**config.mk**
```make
export PLATFORM = sky130hd
export DESIGN_NAME = fetch_queue
export DESIGN_NICKNAME = d
export VERILOG_FILES = /design/src/rtl/fetch_queue.sv
export SDC_FILE = /design/constraint.sdc
export NUM_CORES = 1
export LEC_CHECK = 0
export ABC_AREA = 1
export BUFFER_PORTS_ARGS = -buffer_cell sky130_fd_sc_hd__buf_4
export CORE_MARGIN = 2
export CORE_UTILIZATION = 60
export DETAILED_ROUTE_END_ITERATION = 8
export GPL_TIMING_DRIVEN = 0
export PLACE_DENSITY = 0.93
export SETUP_SLACK_MARGIN = 0.3
export SLEW_MARGIN = 5
export SYNTH_ARGS = -nofsm -noshare
export SYNTH_HDL_FRONTEND = slang
export SYNTH_SLANG_ARGS = --single-unit
```
**constraint.sdc**
```tcl
create_clock -name clk -period 5.8 [get_ports clk]
set_input_delay 0.58 -clock clk [delete_from_list [all_inputs] [get_ports clk]]
set_output_delay 0.58 -clock clk [all_outputs]
set_load 0.005 [all_outputs]
```
**src/rtl/fetch_queue.sv**
```systemverilog
// fetch_queue: IF->ID prefetch FIFO with flush; FETCH_QUEUE_BYPASS_EN enables empty-queue bypass
module fetch_queue #(
   parameter int DEPTH = 4,
   parameter int AW    = 2
) (
   input  logic          clk,
   input  logic          rst,
   input  logic [31:0]   inst_in,
   input  logic [31:0]   pc4_in,
   input  logic          in_valid,
   output logic          in_ready,
   input  logic          id_write,
   input  logic          flush,
   output logic [31:0]   inst_out,
   output logic [31:0]   pc4_out,
   output logic          out_valid,
   output logic [AW:0]   count
);
   localparam logic [AW:0] FULL = (AW+1)'(DEPTH);
   logic [63:0]   mem [DEPTH];
   logic [AW-1:0] wr_ptr, rd_ptr;
   logic          empty, byp, push, pop, wr, rd;
   assign empty = count == '0;
`ifdef FETCH_QUEUE_BYPASS_EN
   assign byp = empty & in_valid & ~flush;
`else
   assign byp = 1'b0;
`endif
   assign out_valid = ~empty | byp;
   assign inst_out  = byp ? inst_in : (out_valid ? mem[rd_ptr][63:32] : 32'd0);
   assign pc4_out   = byp ? pc4_in  : (out_valid ? mem[rd_ptr][31:0]  : 32'd0);
   assign in_ready  = (count != FULL) | (out_valid & id_write);
   assign push      = in_valid & in_ready & ~flush;
   assign pop       = out_valid & id_write & ~flush;
   // a bypassed entry consumed in the same cycle never touches storage
   assign wr        = push & ~(byp & id_write);
   assign rd        = pop & ~empty;
   always_ff @(posedge clk)
      if (wr) mem[wr_ptr] <= {inst_in, pc4_in};
   always_ff @(posedge clk or posedge rst)
      if (rst) begin
         wr_ptr <= '0;
         rd_ptr <= '0;
         count  <= '0;
      end else if (flush) begin
         wr_ptr <= '0;
         rd_ptr <= '0;
         count  <= '0;
      end else begin
         if (wr) wr_ptr <= wr_ptr + 1'b1;
         if (rd) rd_ptr <= rd_ptr + 1'b1;
         count <= (wr & ~rd) ? count + 1'b1 : (rd & ~wr) ? count - 1'b1 : count;
      end
endmodule

```
==> flow_summary.yaml <==
worst_setup_path:
  cp.depth: 6
  critPathCaptureType: "output pin"
  arrival_ns: 2.27
  cp-startpoint: "rd_ptr[0]"
  reg2reg_depth: 7
  worstPathRequired_ns: 5.22
  crit_type: "reg2out"
  crit_end: "pc4_out[13]"
  r2r-end: "mem[2][6]"
  crit_family: "buffers and inverters"
  path_buf_inv: 4
  worst-path-max-fanout: 10
  crit_path_frequent_cell: "buf_4"
  path_cells: "inv_2, buf_4, clkbuf_1, o21ai_0, a21oi_1, buf_4"
  crit_path_top_delay_cell: "dfrtp_1"
  slowest_delay_ns: 0.43
  worst_setup_path_start_kind: "flip-flop"
  r2r-start: "count[2]"
  r2r_slack_ns: 3.33
finish:
  regArea_um2: 7860
  layout-drive-gt1-share: 0.224
  final_cell_mix: "nor2_1, edfxtp_1, buf_4, o21ai_0, a21oi_1"
  multiInputGateArea_um2: 2250
  area_delta_synth_final_pct: 22.4
  layout.nets: 1067
  final_area_um2: 12700
  num_antenna_cells: 0
  nFillCells: 995
timing:
  fin_crit_sh: 0.492
  setup-violations-final: 0
  hold_viol: 0
  slew_viol_final: 0
  whs_ns: 0.00491
  period_needed_ns: 2.85
  worstMarginPinSlew_ns: 0.864
  maxSlewHeadroom: 0.423
  rsz0062_at_grt: "false"
  max_clock_freq_mhz: 351
  setup_ws_ns: 2.95
  skew_ns: 0.0195
yosys:
  syn_area_um2: 10400
  ys_types: 24
  synth-seq-area-share: 0.755
  synth-edff-count: 256
  synth_cells: 820
  synthesis.nets: 894
  synth_async_sr_flop_share: 0.0266
  synth_seq_cells: 263
  synth_ff_type: "edfxtp_1"
  ys_warn_count: 0
  avgSynthCellArea_um2: 12.7
clock_tree:
  postCtsSetupBuffers: 0
  clock_sinks: 263
  hold_buffers: 0
  cts_tree: "built"
  cts.clk_slew.worst_paths_ns: 0.06
  cts_max_level: 1
  cts.repair.resized: 0
  root_buffer: "clkbuf_16"
  clock_latency_ns: 0.52
  numCtsBuffers: 26
  cts_buffer_depth: 3
placed_design:
  io_buffers: 137
  gp_congestion: 0.772
  place_ws_ns: 3.03
  post_dp_cell_area_um2: 11900
  place.detailed.hpwl_um: 14800
global_route:
  grt_max_degree: 29
  antenna_found_initial: 0
  grt_pass1_wl_um: 35400
  grt_pass1_vias: 7108
  grt_overflow: 0
  grtUsageTotal: 0.253
hold_path:
  hp-class: "in2async"
floorplanning:
  die_area_um2: 18400
  die_width_um: 136
  rows: 48
  die_h_um: 136
  start_util: 0.608
  top_level_ports: 138
  coreArea_um2: 17100
detailed_routing:
  vias_per_cell: 5.69
  drt_iter0_markers: 640
  drt_pre_antenna_iters: 7
  vias: 7040
  antenna_left: 0
  wl_per_cell_um: 19.1
  wl_um: 23600
  post-route-drc-count: 0
power:
  power-per-cell-area_nw_per_um2: 420
  p_leak_nw: 4.67
  peakVddDrop_v: 0.000287
run_status:
  status: "finished, final reports clean"
flow_run:
  maxCapViolations: 0
[cell type report]
| cell class | count | share of cell area |
|---|---|---|
| Inverter | 20 | 0.00589 |
| Clock inverter | 15 | 0.00923 |
| Timing Repair Buffer | 145 | 0.0945 |
| Tap cell | 225 | 0.0221 |
| Multi-Input combinational cell | 490 | 0.177 |
| Clock buffer | 32 | 0.0545 |
| Sequential cell | 263 | 0.617 |
| Buffer | 47 | 0.0199 |
[flip-flops by register name, indices dropped and copies added (netlist names)]
name,count
rd_ptr,2
mem,256
wr_ptr,2
count,3
[cells in the mapped netlist, types with 6 or more instances]
library cell / number / share of area
edfxtp_1: 256 / 0.74
clkbuf_1: 13 / 0.0047
nand2_1: 13 / 0.0047
buf_1: 7 / 0.0025
inv_1: 14 / 0.0050
nor2_1: 260 / 0.094
a21oi_1: 66 / 0.032
inv_2: 6 / 0.0022
o21ai_0: 131 / 0.063
buf_4: 15 / 0.011
buf_2: 11 / 0.0053
dfrtp_1: 7 / 0.017
[worst register-to-register path, stage by stage (launching register included)]
cell	delay, ns
dfrtp_1	0.40
inv_2	0.12
nor2_4	0.06
nand2_4	0.08
nand3_2	0.25
nor2_4	0.76
buf_12	0.29
buf_16	0.19
[logic make-up (layout without fill, tap and decap cells)]
family / count (synthesis) / after routing / synth area share
AO/OA/AOI/OAI: 199 / 199 / 0.0958
adder cells (fa/ha/maj): 5 / 5 / 0.00673
buffers and inverters: 67 / 259 / 0.0316
flip-flops: 263 / 263 / 0.755
AND/OR/NAND/NOR: 286 / 286 / 0.111
[routing by layer]
layer / track usage / share of wire / wire length (um) / vias up
li1: - / - / - / 3242
met1: 0.308 / 0.36 / 8580 / 3319
met2: 0.445 / 0.51 / 12200 / 417
met3: 0.0430 / 0.091 / 2150 / 62
met4: 0.116 / 0.031 / 741 / 0
met5: 0 / 0 / 0 / -
[metrics by stage]
step / std cells / util / setup TNS (ns) / power (mW)
6_report: 1237 / 0.744 / 0 / 5.35
5_1_grt: 1237 / 0.744 / 0 / 5.57
4_1_cts: 1237 / 0.744 / 0 / 5.36
3_5_place_dp: 1190 / 0.697 / 0 / 3.78
3_3_place_gp: 1182 / 0.685 / -72.36 / 3.73
2_1_floorplan: 820 / - / 0 / 3.00
[worst min path at each step]
stage,endpoint,start,slack [ns],cells after the start
5_1_grt,wr_ptr[0],rst,0.02,2
4_1_cts,wr_ptr[1],rst,0.003,2
6_report,wr_ptr[0],rst,0.005,2
2_1_floorplan,count[0],rst,0.38,1
3_5_place_dp,count[2],count[2],0.52,2
3_3_place_gp,count[2],count[2],0.51,2
[power breakdown]
group          internal [mW]  switching, mW
registers               2.18         0.0346
clock network          0.934          0.659
logic                  0.649          0.892
No activity file was read; power rests on OpenSTA's default activity.
